==> src/rtl/countdown_timer.sv <==
// Single-shot / periodic countdown timer with registered terminal-count DONE pulse.
// Define COUNTDOWN_AUTO_RELOAD_EN for periodic (auto-reload) mode; default build is single-shot.
module countdown_timer #(
  parameter int COUNTER_WIDTH = 16
) (
  input  logic                     CLK,
  input  logic                     RESET,
  input  logic [COUNTER_WIDTH-1:0] LOAD_VALUE,
  input  logic                     START,
  input  logic                     ENABLE,
  input  logic                     ABORT,
  output logic                     BUSY,
  output logic                     DONE,
  output logic [COUNTER_WIDTH-1:0] COUNT
);

  typedef enum logic {
    IDLE = 1'b0,
    RUN  = 1'b1
  } state_t;

  state_t                   r_state;
  logic [COUNTER_WIDTH-1:0] r_count;
  logic [COUNTER_WIDTH-1:0] r_reload;
  logic                     r_done;

  state_t                   w_next_state;
  logic [COUNTER_WIDTH-1:0] w_next_count;
  logic [COUNTER_WIDTH-1:0] w_next_reload;
  logic                     w_next_done;

  always_ff @(posedge CLK or posedge RESET) begin
    if (RESET) begin
      r_state  <= IDLE;
      r_count  <= '0;
      r_reload <= '0;
      r_done   <= 1'b0;
    end else begin
      r_state  <= w_next_state;
      r_count  <= w_next_count;
      r_reload <= w_next_reload;
      r_done   <= w_next_done;
    end
  end

  always_comb begin
    w_next_state  = r_state;
    w_next_count  = r_count;
    w_next_reload = r_reload;
    w_next_done   = 1'b0;
    unique case (r_state)
      IDLE: begin
        // ABORT in IDLE only matters as a blocker of START.
        if (START && !ABORT) begin
          if (LOAD_VALUE != '0) begin
            w_next_count  = LOAD_VALUE;
            w_next_reload = LOAD_VALUE;
            w_next_state  = RUN;
          end else begin
            w_next_count = '0;
            w_next_done  = 1'b1;
          end
        end
      end
      RUN: begin
        if (ABORT) begin
          w_next_count = '0;
          w_next_state = IDLE;
        end else if (ENABLE) begin
          if (r_count > COUNTER_WIDTH'(1)) begin
            w_next_count = r_count - COUNTER_WIDTH'(1);
          end else begin
            // Terminal tick: COUNT is never 0 in RUN, so this is COUNT==1.
            w_next_done = 1'b1;
`ifdef COUNTDOWN_AUTO_RELOAD_EN
            w_next_count = r_reload;
`else
            w_next_count = '0;
            w_next_state = IDLE;
`endif
          end
        end
      end
      default: begin
        w_next_state = IDLE;
        w_next_count = '0;
      end
    endcase
  end

  assign BUSY  = (r_state == RUN);
  assign DONE  = r_done;
  assign COUNT = r_count;

endmodule

==> config.mk <==
export PLATFORM = sky130hd
export DESIGN_NAME = countdown_timer
export DESIGN_NICKNAME = d
export VERILOG_FILES = /design/src/rtl/countdown_timer.sv
export SDC_FILE = /design/constraint.sdc
export NUM_CORES = 1
export LEC_CHECK = 0
export CAP_MARGIN = 20
export CORE_MARGIN = 3
export CORE_UTILIZATION = 30
export CTS_CLUSTER_SIZE = 8
export DETAILED_ROUTE_END_ITERATION = 12
export GPL_TIMING_DRIVEN = 0
export PLACE_DENSITY = 0.65
export RECOVER_POWER = 100
export SLEW_MARGIN = 5
export SYNTH_ARGS = -nofsm -noshare
export SYNTH_HDL_FRONTEND = slang
export SYNTH_SLANG_ARGS = --single-unit
==> constraint.sdc <==
create_clock -name CLK -period 4.1 [get_ports CLK]
set_clock_uncertainty 0.2 [all_clocks]
set_input_delay 0.41 -clock CLK [delete_from_list [all_inputs] [get_ports CLK]]
set_output_delay 0.41 -clock CLK [all_outputs]
set_load 0.05 [all_outputs]
After elaboration in Yosys (flattened, before gate mapping)
Cells that the tools add are included.

Flip-flop bits (word level): 18. Input bits: 21. Output and inout port bits: 18. Word-level logic and storage cells: 30.

Add/sub/neg operators: 1. Order comparisons: 1. Equality and inequality tests: 2. Muxes and demuxes: 18. Bitwise gates (word level): 1. Reductions and logical operators: 4.

Operators by type and width (count): two-way mux 16 bit (5); case mux 16 bit (2 select lines) (1); > comparator 16 x 1 -> 1 bit, second input constant (1); nonzero test 16 bit (1); subtractor 16 x 1 -> 16 bit, second input constant (1); two-way mux 1 bit (10); case mux 1 bit (2 select lines) (2); inequality test 3 bit, second input constant (1); inequality test 2 bit, second input constant (1); AND reduction 2 bit (1); logical AND 1 bit (1); zero test 1 bit (1); NOT 1 bit (1).

Depth between registers and ports, before layout
Depth after elaboration: 5. Mapped depth: 9.

Worst setup path before layout
OpenSTA, ideal clock, no wires.

Path kind: register to register. Start: register r_count[12], in the netlist COUNT[12]. End: register r_count[12], in the netlist COUNT[12]. Arrival: 2.106 ns. Data required time: 3.779 ns. Setup slack: 1.672 ns. Stages on the path, launching flop included: 7. Period minus slack after synthesis: 2.428 ns. Path through: dfrtp_1 > or4_4 > nor4_4 > a21oi_2 > buf_6 > a32o_1 > a22o_1.

Cells in the longest elaborated chain, start to end: 5.

RTL lines: from (decl) (RTL line 23) `logic [COUNTER_WIDTH-1:0] r_count;`; from (signal assigned) (RTL line 40) `r_count <= w_next_count;`; subtractor 16 x 1 -> 16 bit or > comparator 16 x 1 -> 1 bit (tied branches) (RTL line 71, 70); two-way mux 16 bit (*) (RTL line 70) `if (r_count > COUNTER_WIDTH'(1)) begin`; two-way mux 16 bit (*) (RTL line 69) `end else if (ENABLE) begin`; two-way mux 16 bit (*) (RTL line 66) `if (ABORT) begin`; case mux 16 bit (2 select lines) (*) (RTL line 51) `unique case (r_state)`.

Every way passes the cells marked *; elsewhere a longest branch is shown, timed or not. The select of a mux whose other input is x is not followed. A chain may end at the register's enable or synchronous reset.

Final worst setup path
Start: register r_count[8], in the netlist COUNT[8]. End: register r_count[4], in the netlist COUNT[4].

Cells in the longest elaborated chain, start to end: 5.

RTL lines (RTL line): > comparator 16 x 1 -> 1 bit (70); two-way mux 16 bit (70); two-way mux 16 bit (69); two-way mux 16 bit (66); case mux 16 bit (2 select lines) (51).

No other way between the ends. The select of a mux whose other input is x is not followed.

==> impl_metrics.csv <==
group,metric,value,unit
run_status,status,"complete, no violations",
synthesis,ys_ff_latch,18,
placed_design,hpwl,2894,µm
critical_path,r2r_setup_slack,1.16,ns
clocking,path_clk_slew,0.07,ns
clocking,root_buffer,"clkbuf_8",
layout,finalInstanceArea,0.001708,mm²
drt,viasPerCell,5.849,
sta,fin_crit_sh,71.73,%
sta,maxSlewViolCount,0,
floorplanning,num_rows,22,
synthesis,synth_top_family_by_area,"compound AO/OA/AOI/OAI gates",
floorplanning,core-area,0.003826,mm²
power,power_density,420.0,mW/mm²
clocking,clock_latency,0.25,ns
job,maxCapViolCount,0,
synthesis,synth-compound-area-share,31.96,%
critical_path,worstSetupStartpointType,"flip-flop",
placed_design,gp_congestion,0.9251,
synthesis,synth_nets,159,
sta,setup_viol,0,
synthesis,ys_seq_area_share,36.18,%
layout,final_cell_mix,"19 x clkdlybuf4s50_1, 19 x dlygate4sd3_1, 18 x dfrtp_1",
drt,ant_nets,0,
floorplanning,die_w,70.42,µm
clocking,cts_hold_buf,0,
grt,grt_pass1_wl,6568,µm
grt,grt_overflow,0,
clocking,cts_setup_buffers,0,
power,p_leak,0.7031,nW
synthesis,synthesis.area,0.001245,mm²
grt,grt_max_degree,19,
power,swShare,44.81,%
floorplanning,die_h,70.42,µm
drt,wl_per_cell,16.92,µm
synthesis,synth_fa_ha_area_share,2.010,%
power,seqPwrFrac,35.6,%
power,p_clk_share,17.2,%
synthesis,synth_top_cell_by_area,"dfrtp_1",
synthesis,ys_warn_count,0,
clocking,clkSinkCount,18,
clocking,cts_buffer_depth,2,
power,p_int,395.8,µW
drt,first_pass_iters,4,
sta,setup-tns-final,0,ns
synthesis,synth_mux_area_share,0,%
synthesis,avgSynthCellArea,9.154,µm²
synthesis,synth_flop_cell,"dfrtp_1",
layout,drive_above_1_share,9.605,%
drt,wirelength,3808,µm
clocking,cts_buffers,3,
clocking,postCtsResizedCells,0,
floorplanning,dieArea,0.004959,mm²
synthesis,synthArstFlopShare,100.0,%
critical_path,critPathKind,"flip-flop to flip-flop",
grt,track_usage,16.41,%
layout,synthToLayoutAreaGrowth,37.19,%
sta,worst-slew-pin-transition,0.7048,ns
sta,finalHoldViolCount,0,
synthesis,synth-simple-area-share,21.91,%
floorplanning,io_pins,39,
critical_path,cp-end-kind,"flip-flop",
synthesis,synth_xor_area_share,0,%
synthesis,synthCells,136,
sta,min_period,2.941,ns
floorplanning,initial_utilization,32.54,%
sta,max_slew_margin,52.58,%
critical_path,cp.arrival,2.88,ns
sta,max_freq,340.0,MHz
critical_path,worst-endpoint-required,4.04,ns
power,ir_worst_vdd,0.2528,mV
drt,drt-initial-drc-count,135,
placed_design,place_area,0.001685,mm²
synthesis,yosysTopAreaCellShare,36.18,%
grt,grt_pass1_vias,1287,
placed_design,io_buffers,38,
clocking,cts_tree,"yes",
layout,nets,202,
layout,diodes,0,
layout,final_util,44.64,%
power,p_sw,321.4,µW
hold_path,hold_class,"flip-flop to flip-flop",
grt,antenna_found_initial,0,
drt,drc,0,
synthesis,yosysUniqueCellTypes,34,
synthesis,synth_area_leaders,"dfrtp_1 36%, a22o_1 9.8%, a22o_2 5.6%",
power,pwr-share-comb,47.2,%
sta,rsz0062_at_grt,"false",
critical_path,cp_max_fo,10,
clocking,htreeDepth,1,
synthesis,synth_edf_count,0,
drt,vias,1316,
worst max-delay path: stages (launching register included):
cell      delay, ns
dfrtp_1        0.37
clkbuf_1       0.19
nor4_1         0.48
and2_0         0.33
a21o_2         0.16
clkbuf_1       0.35
clkbuf_1       0.37
o21ai_0        0.15
a22o_1         0.21
sequential cells by signal, indices dropped and copies added, names as in the netlist:
| register | flops |
|---|---|
| BUSY | 1 |
| DONE | 1 |
| COUNT | 16 |
kinds of logic (layout without fill, tap and decap cells):
family	count (synthesis)	after routing
buf+inv	20	61
simple gates	45	45
fa+ha+maj	2	2
compound gates	51	51
flops	18	18
layout make-up:
| cell class | instances | area (µm²) |
|---|---|---|
| Sequential cell | 18 | 450.4 |
| Timing Repair Buffer | 38 | 380.4 |
| Clock buffer | 3 | 41.29 |
| Buffer | 10 | 46.29 |
| Tap cell | 48 | 60.06 |
| Inverter | 10 | 37.54 |
| Fill cell | 374 | 2118 |
| Multi-Input combinational cell | 98 | 691.9 |
path summary, 6_finish.rpt:
path	startpoint	cells after the start	to
setup reg to reg	COUNT[8]$_DFFE_PP0P_	8	COUNT[4]$_DFFE_PP0P_
hold reg to reg	COUNT[15]$_DFFE_PP0P_	1	COUNT[15]$_DFFE_PP0P_
min in group asynchronous	RESET	2	COUNT[5]$_DFFE_PP0P_
max in group asynchronous	RESET	2	COUNT[12]$_DFFE_PP0P_
setup / recovery	COUNT[8]$_DFFE_PP0P_	8	COUNT[4]$_DFFE_PP0P_
hold / removal	COUNT[15]$_DFFE_PP0P_	1	COUNT[15]$_DFFE_PP0P_
power by group through the flow:
| stage | Combinational, mW | Sequential, mW | Clock [mW] |
|---|---|---|---|
| after CTS | 0.354 | 0.256 | 0.132 |
| after floorplan | 0.120 | 0.363 | 0 |
| after detailed placement | 0.353 | 0.259 | 0 |
| after global placement | 0.349 | 0.257 | 0 |
| after global routing | 0.362 | 0.262 | 0.143 |
| final | 0.339 | 0.255 | 0.123 |
metrics by stage:
stage	hold slack [ns]	worst slack (ns)	total power, mW	cells
final	0.3439	1.159	0.7172	225
after global routing	0.3814	0.8782	0.7665	225
after CTS	0.3648	1.723	0.7427	225
after detailed placement	0.3291	1.535	0.6123	222
after global placement	0.3252	1.559	0.6064	222
after floorplan	0.1486	1.672	0.4840	136
synthesized netlist by cell type, types with 3 or more instances:
cell type / instances
nand3_1: 3
dfrtp_1: 18
nor4_1: 9
nor2_1: 7
a22o_2: 7
buf_6: 3
a22o_1: 14
a21oi_1: 3
nor3_1: 8
nand2_1: 3
inv_1: 10
o21ai_0: 12
a32o_1: 3
clkbuf_1: 6
nand2b_1: 3
routing by layer:
metal	part of all wire [%]	routed length [µm]	global-route usage [%]
met1	44	1660	22.35
met2	49	1868	26.51
met3	6.7	256	3.741
met4	0.55	21	3.191
met5	0	0	0
Note: power is estimated with default switching activity, not from simulation.
